[src/rtl/mmu_sched_defs.sv]
// Shared definitions for the MMU job scheduler: state encoding, job sizing, result byte map.
package mmu_sched_defs;

  localparam int unsigned JOB_BYTES        = 8;
  localparam int unsigned CNT_W            = $clog2(JOB_BYTES);
  localparam int unsigned BYTE_W           = 8;
  localparam int unsigned NUM_REQ          = 2;
  localparam int unsigned DONE_TIMEOUT_DEF = 15;

  typedef enum logic [1:0] {
    S_IDLE  = 2'd0,
    S_LOAD  = 2'd1,
    S_WAIT  = 2'd2,
    S_DRAIN = 2'd3
  } state_t;

  // Result byte order presented by the MMU on res_idx.
  typedef enum logic [CNT_W-1:0] {
    RES_C00_HI = 3'd0,
    RES_C00_LO = 3'd1,
    RES_C01_HI = 3'd2,
    RES_C01_LO = 3'd3,
    RES_C10_HI = 3'd4,
    RES_C10_LO = 3'd5,
    RES_C11_HI = 3'd6,
    RES_C11_LO = 3'd7
  } res_idx_t;

endpackage

[src/rtl/rr_arbiter_2.sv]
// Two-input round-robin pick: a sole requester wins, the pointer breaks a tie.
module rr_arbiter_2 (
  input  logic [1:0] i_req,
  input  logic       i_ptr,
  output logic       o_grant
);

  always_comb begin
    o_grant = 1'b0;
    case (i_req)
      2'b10:   o_grant = 1'b1;
      2'b11:   o_grant = i_ptr;
      default: o_grant = 1'b0;
    endcase
  end

endmodule

[src/rtl/mmu_job_scheduler.sv]
// Shares one 2x2 MMU between two host requesters: load 8 operand bytes, start the MMU,
// wait for done, then stream 8 result bytes tagged with the owning requester.
module mmu_job_scheduler
  import mmu_sched_defs::*;
#(
  parameter int unsigned DONE_TIMEOUT = DONE_TIMEOUT_DEF
) (
  input  logic                        clk,
  input  logic                        rst,
  input  logic [NUM_REQ-1:0]          req_valid,
  input  logic [NUM_REQ*BYTE_W-1:0]   req_data,
  input  logic [NUM_REQ-1:0]          req_transpose,
  output logic [NUM_REQ-1:0]          req_ready,
  output logic                        mem_we,
  output logic [CNT_W-1:0]            mem_waddr,
  output logic [BYTE_W-1:0]           mem_wdata,
  output logic                        mmu_start,
  output logic                        mmu_transpose,
  input  logic                        mmu_done,
  output logic [CNT_W-1:0]            res_idx,
  input  logic [BYTE_W-1:0]           res_byte,
  output logic                        out_valid,
  output logic [BYTE_W-1:0]           out_data,
  output logic                        out_id,
  input  logic                        out_ready,
  output logic                        busy,
  output logic                        timeout_err
);

  localparam int unsigned    TMO_W     = $clog2(DONE_TIMEOUT + 1);
  localparam logic [CNT_W-1:0] LAST_BEAT = CNT_W'(JOB_BYTES - 1);
  localparam logic [TMO_W-1:0] TMO_LAST  = TMO_W'(DONE_TIMEOUT - 1);

  state_t             r_state;
  logic               r_grant;
  logic               r_rr_ptr;
  logic               r_start;
  logic               r_transpose;
  logic               r_timeout_err;
  logic [CNT_W-1:0]   r_cnt;
  logic [TMO_W-1:0]   r_tmo;

  logic               w_arb_grant;
  logic               w_beat;
  logic               w_load;
  logic               w_drain;
  logic [BYTE_W-1:0]  w_req_byte;

  rr_arbiter_2 u_arb (
    .i_req   (req_valid),
    .i_ptr   (r_rr_ptr),
    .o_grant (w_arb_grant)
  );

  assign w_load     = (r_state == S_LOAD);
  assign w_drain    = (r_state == S_DRAIN);
  assign w_req_byte = r_grant ? req_data[2*BYTE_W-1:BYTE_W] : req_data[BYTE_W-1:0];
  assign w_beat     = w_load && req_valid[r_grant];

  // Operand write path is combinational so a byte lands in memory on its handshake cycle.
  assign req_ready     = w_load ? (r_grant ? 2'b10 : 2'b01) : 2'b00;
  assign mem_we        = w_beat;
  assign mem_waddr     = w_beat ? r_cnt : '0;
  assign mem_wdata     = w_beat ? w_req_byte : '0;
  assign mmu_start     = r_start;
  assign mmu_transpose = r_transpose;
  assign res_idx       = w_drain ? r_cnt : '0;
  assign out_valid     = w_drain;
  assign out_data      = w_drain ? res_byte : '0;
  assign out_id        = w_drain ? r_grant : 1'b0;
  assign busy          = (r_state != S_IDLE);
  assign timeout_err   = r_timeout_err;

  always_ff @(posedge clk) begin
    if (rst) begin
      r_state       <= S_IDLE;
      r_grant       <= 1'b0;
      r_rr_ptr      <= 1'b0;
      r_start       <= 1'b0;
      r_transpose   <= 1'b0;
      r_timeout_err <= 1'b0;
      r_cnt         <= '0;
      r_tmo         <= '0;
    end else begin
      r_start       <= 1'b0;
      r_timeout_err <= 1'b0;
      case (r_state)
        S_IDLE: begin
          if (|req_valid) begin
            r_grant <= w_arb_grant;
            r_state <= S_LOAD;
          end
        end
        S_LOAD: begin
          if (w_beat) begin
            if (r_cnt == '0) r_transpose <= req_transpose[r_grant];
            if (r_cnt == LAST_BEAT) begin
              r_cnt   <= '0;
              r_tmo   <= '0;
              r_start <= 1'b1;
              r_state <= S_WAIT;
            end else begin
              r_cnt <= r_cnt + CNT_W'(1);
            end
          end
        end
        S_WAIT: begin
          // A done level left over from a previous job is ignored during the start pulse.
          if (mmu_done && !r_start) begin
            r_state <= S_DRAIN;
          end else if (r_tmo == TMO_LAST) begin
            r_timeout_err <= 1'b1;
            r_rr_ptr      <= ~r_grant;
            r_state       <= S_IDLE;
          end else begin
            r_tmo <= r_tmo + TMO_W'(1);
          end
        end
        S_DRAIN: begin
          if (out_ready) begin
            if (r_cnt == RES_C11_LO) begin
              r_cnt    <= '0;
              r_rr_ptr <= ~r_grant;
              r_state  <= S_IDLE;
            end else begin
              r_cnt <= r_cnt + CNT_W'(1);
            end
          end
        end
        default: r_state <= S_IDLE;
      endcase
    end
  end

endmodule

[config.mk]
export PLATFORM = sky130hd
export DESIGN_NAME = mmu_job_scheduler
export DESIGN_NICKNAME = d
export VERILOG_FILES = /design/src/rtl/mmu_sched_defs.sv /design/src/rtl/rr_arbiter_2.sv /design/src/rtl/mmu_job_scheduler.sv
export SDC_FILE = /design/constraint.sdc
export NUM_CORES = 1
export LEC_CHECK = 0
export BUFFER_PORTS_ARGS = -buffer_cell sky130_fd_sc_hd__buf_2
export CORE_MARGIN = 2
export CORE_UTILIZATION = 39
export DETAILED_ROUTE_END_ITERATION = 7
export GPL_ROUTABILITY_DRIVEN = 1
export PLACE_DENSITY = 0.75
export SETUP_SLACK_MARGIN = 0.05
export SYNTH_ARGS = -nofsm -noshare
export SYNTH_HDL_FRONTEND = slang
export SYNTH_HIERARCHICAL = 1
export SYNTH_SLANG_ARGS = --single-unit
[constraint.sdc]
create_clock -name clk -period 1.5 [get_ports clk]
set_input_delay 0.075 -clock clk [delete_from_list [all_inputs] [get_ports clk]]
set_output_delay 0.075 -clock clk [all_outputs]
set_load 0.005 [all_outputs]
==> flow_summary.toml <==
[run_status]
outcome = "finished with violations"
violations = "negative setup slack"

[route]
finalWirelength_mm = 3.34
ant_nets = 0
drt_first_pass_iters = 4
vias_per_cell = 5.51
routedWlPerCell_um = 14.5
drc = 0
vias = 1273
drt_iter0_markers = 28

[yosys]
synth_common_cells = "nor2_1 (17), dfxtp_1 (14), and3_1 (13), mux2i_1 (11), nand2b_1 (9)"
yosys.area.top_type_share_pct = 25.7
netlist_instances = 131
avgSynthCellArea_um2 = 8.32
ys_top_cells_by_area = "dfxtp_1 (26%), mux2i_1 (10%), and3_1 (7.5%)"
yosysMostFrequentCell = "nor2_1"
synth_edf_count = 0
ys_warn_count = 6
ys_seq_area_share_pct = 25.7
async_flop_share_pct = 0
syn_nets = 169
ys_seq_elements = 14
synth_flop_cell = "dfxtp_1"
yosys.area.top_type = "dfxtp_1"
netlist_area_um2 = 1090
yosysUniqueCellTypes = 39

[clock_tree]
clockBufferDepth = 2
clk_latency_ns = 0.28
cts-root-buf = "clkbuf_4"
cts.sinks = 14
cts.clk_slew.worst_paths_ns = 0.09
tritoncts = "built"
htree_num_levels = 1
postCtsHoldBufs = 0
cts_made_buffers = 3

[worst_setup_path]
cp-startpoint = "r_cnt[1]"
reg2reg_to = "mmu_transpose"
arrival_ns = 1.68
worstSetupPathType = "reg -> reg"
crit_chain = "buf_4 -> inv_1 -> ha_1 -> nor2b_2 -> a41oi_1 -> a311oi_1"
ff2ff_setup_slack_ns = -0.004
cp_top_family = "compound AO/OA/AOI/OAI gates"
startpoint_type = "flop"
end_kind = "flop"
critical_path_buf_inv_count = 2
cpPeakStageDelay_ns = 0.36
worstPathRequired_ns = 1.67
cp_max_fo = 3
reg2regPathDepth = 6
rr_startpoint = "r_cnt[1]"
worst_path_max_delay_cell = "dfxtp_4"

[timing]
finalHoldViolations = 0
min_period_ns = 1.50
finalClockSkew_ns = 0.00337
setup_ws_ns = -0.00370
worst_slew_pin_slew_ns = 0.403
rsz0062_at_grt = "yes"
holdWs_ns = 0.121
relSlewSlack_pct = 73.1
tns_ns = -0.00370
fin_crit_sh_pct = 100
fmax_mhz = 665
setup_viol = 1
drv_slew = 0

[die]
ios = 63
dieArea_um2 = 3230
dieHeight_um = 56.9
core_um2 = 2710
start_util_pct = 40.2
die_w_um = 56.9
core.rowCount = 19

[worst_hold_path]
holdPathStages = 4
hold_path.startpoint = "req_valid[0]"
min_to = "r_grant"
hold_class = "in -> reg"

[global_route]
grt_pass1_vias = 1291
antenna_found_initial = 0
grt_pass1_wl_mm = 5.38
grt_usage_pct = 20.5
grt_start_max_net_pins = 24
grt_overflow = 0

[finish]
final_area_um2 = 1690
drive_gt1_share_pct = 57.0
num_antenna_cells = 0
nets = 239
synthToLayoutAreaGrowth_pct = 54.9
fill_cells = 234

[place]
port_buffers = 62
place_congestion = 0.818
place_area_um2 = 1480
dp_hpwl_mm = 2.27

[pwr]
p_per_area_nw_per_um2 = 537
p_leak_nw = 0.824
peakVddDrop_mv = 0.642

[run]
cap_violations = 0
## cells in the final DEF (no fill, tap or decap), drive strengths merged, types with 4 or more instances in the layout
cell    synthesis  layout
buf             4      74
nor2           17      17
dfxtp          14      14
and3           13      13
mux2i          11      11
nand2b          9       9
inv             9       9
ha              6       6
nor2b           5       5
clkbuf          5       4
## worst max-delay path by stage
| stage | to | slack (ns) | depth (start not counted) |
|---|---|---|---|
| floorplan | r_tmo[1] | 0.03 | 5 |
| global placement | r_tmo[1] | 0.02 | 5 |
| detailed placement | r_tmo[1] | -0.008 | 5 |
| CTS | r_tmo[1] | -0.0006 | 5 |
| global route | mmu_transpose | -0.1 | 6 |
| finish | mmu_transpose | -0.004 | 6 |
## area by class of cell
type	count	area [µm²]	share of cell area, %
clock buffer	4	36.3	2.15
inverter	9	38.8	2.30
multi-input combinational	99	850	50.3
sequential	14	292	17.3
tap	31	38.8	2.30
timing repair buffer	74	433	25.6
## worst register-to-register path, delay by kind of cell, from the launching register on
family	cells	cell delay, ns
DFF	1	0.36
adders and majority gates	1	0.14
AOI/OAI and AO/OA	2	0.50
buffers and inverters	2	0.22
and+or+nand+nor	1	0.17
## cells by family (layout without fill, tap and decap cells)
logic type / after synthesis / in the layout / share of synthesized area, %
AOI/OAI and AO/OA: 18 / 18 / 14.1
muxes: 14 / 14 / 13.9
DFF: 14 / 14 / 25.7
adders and majority gates: 6 / 6 / 6.89
buffers and inverters: 18 / 87 / 7.23
and+or+nand+nor: 61 / 61 / 32.1
## power by group
part | total [W] | internal, W | leakage (nW) | switching (W)
sequential | 0.000391 | 0.000380 | 0.117 | 0.0000106
clock | 0.000282 | 0.000148 | 0.0210 | 0.000134
combinational | 0.000234 | 0.000117 | 0.686 | 0.000118
## timing repair
item / in CTS / in global routing
pin swaps: 3 / 11
endpoints found under the setup margin: 13 / 16
resized for setup: 15 / 27
setup buffers: 4 / 0
gates cloned: 1 / 0
## flip-flops by register name, summed over array words and instances, names as in the netlist
register       count
mmu_transpose      1
r_grant            1
mmu_start          1
r_rr_ptr           1
r_tmo              4
r_cnt              3
timeout_err        1
r_state            2
## metal layers
| layer | global-route usage, % | wire [µm] | up-vias |
|---|---|---|---|
| met2 | 37.7 | 1770 | 65 |
| met3 | 4.61 | 220 | 2 |
| met1 | 23.9 | 1340 | 595 |
| met4 | 4.98 | 10 | 0 |
| li1 | - | - | 611 |
| met5 | 0 | 0 | - |
## per-stage QoR
stage / utilization, % / total power, W / setup slack [ns] / std cells
CTS: 58.8 / 0.000880 / -0.000639 / 231
finish: 62.3 / 0.000907 / -0.00370 / 231
detailed placement: 54.4 / 0.000575 / -0.00767 / 222
global route: 62.3 / 0.000952 / -0.0969 / 231
global placement: 54.4 / 0.000569 / 0.0240 / 222
floorplan: - / 0.000495 / 0.0308 / 131
Power figures use the tool's default switching activity.
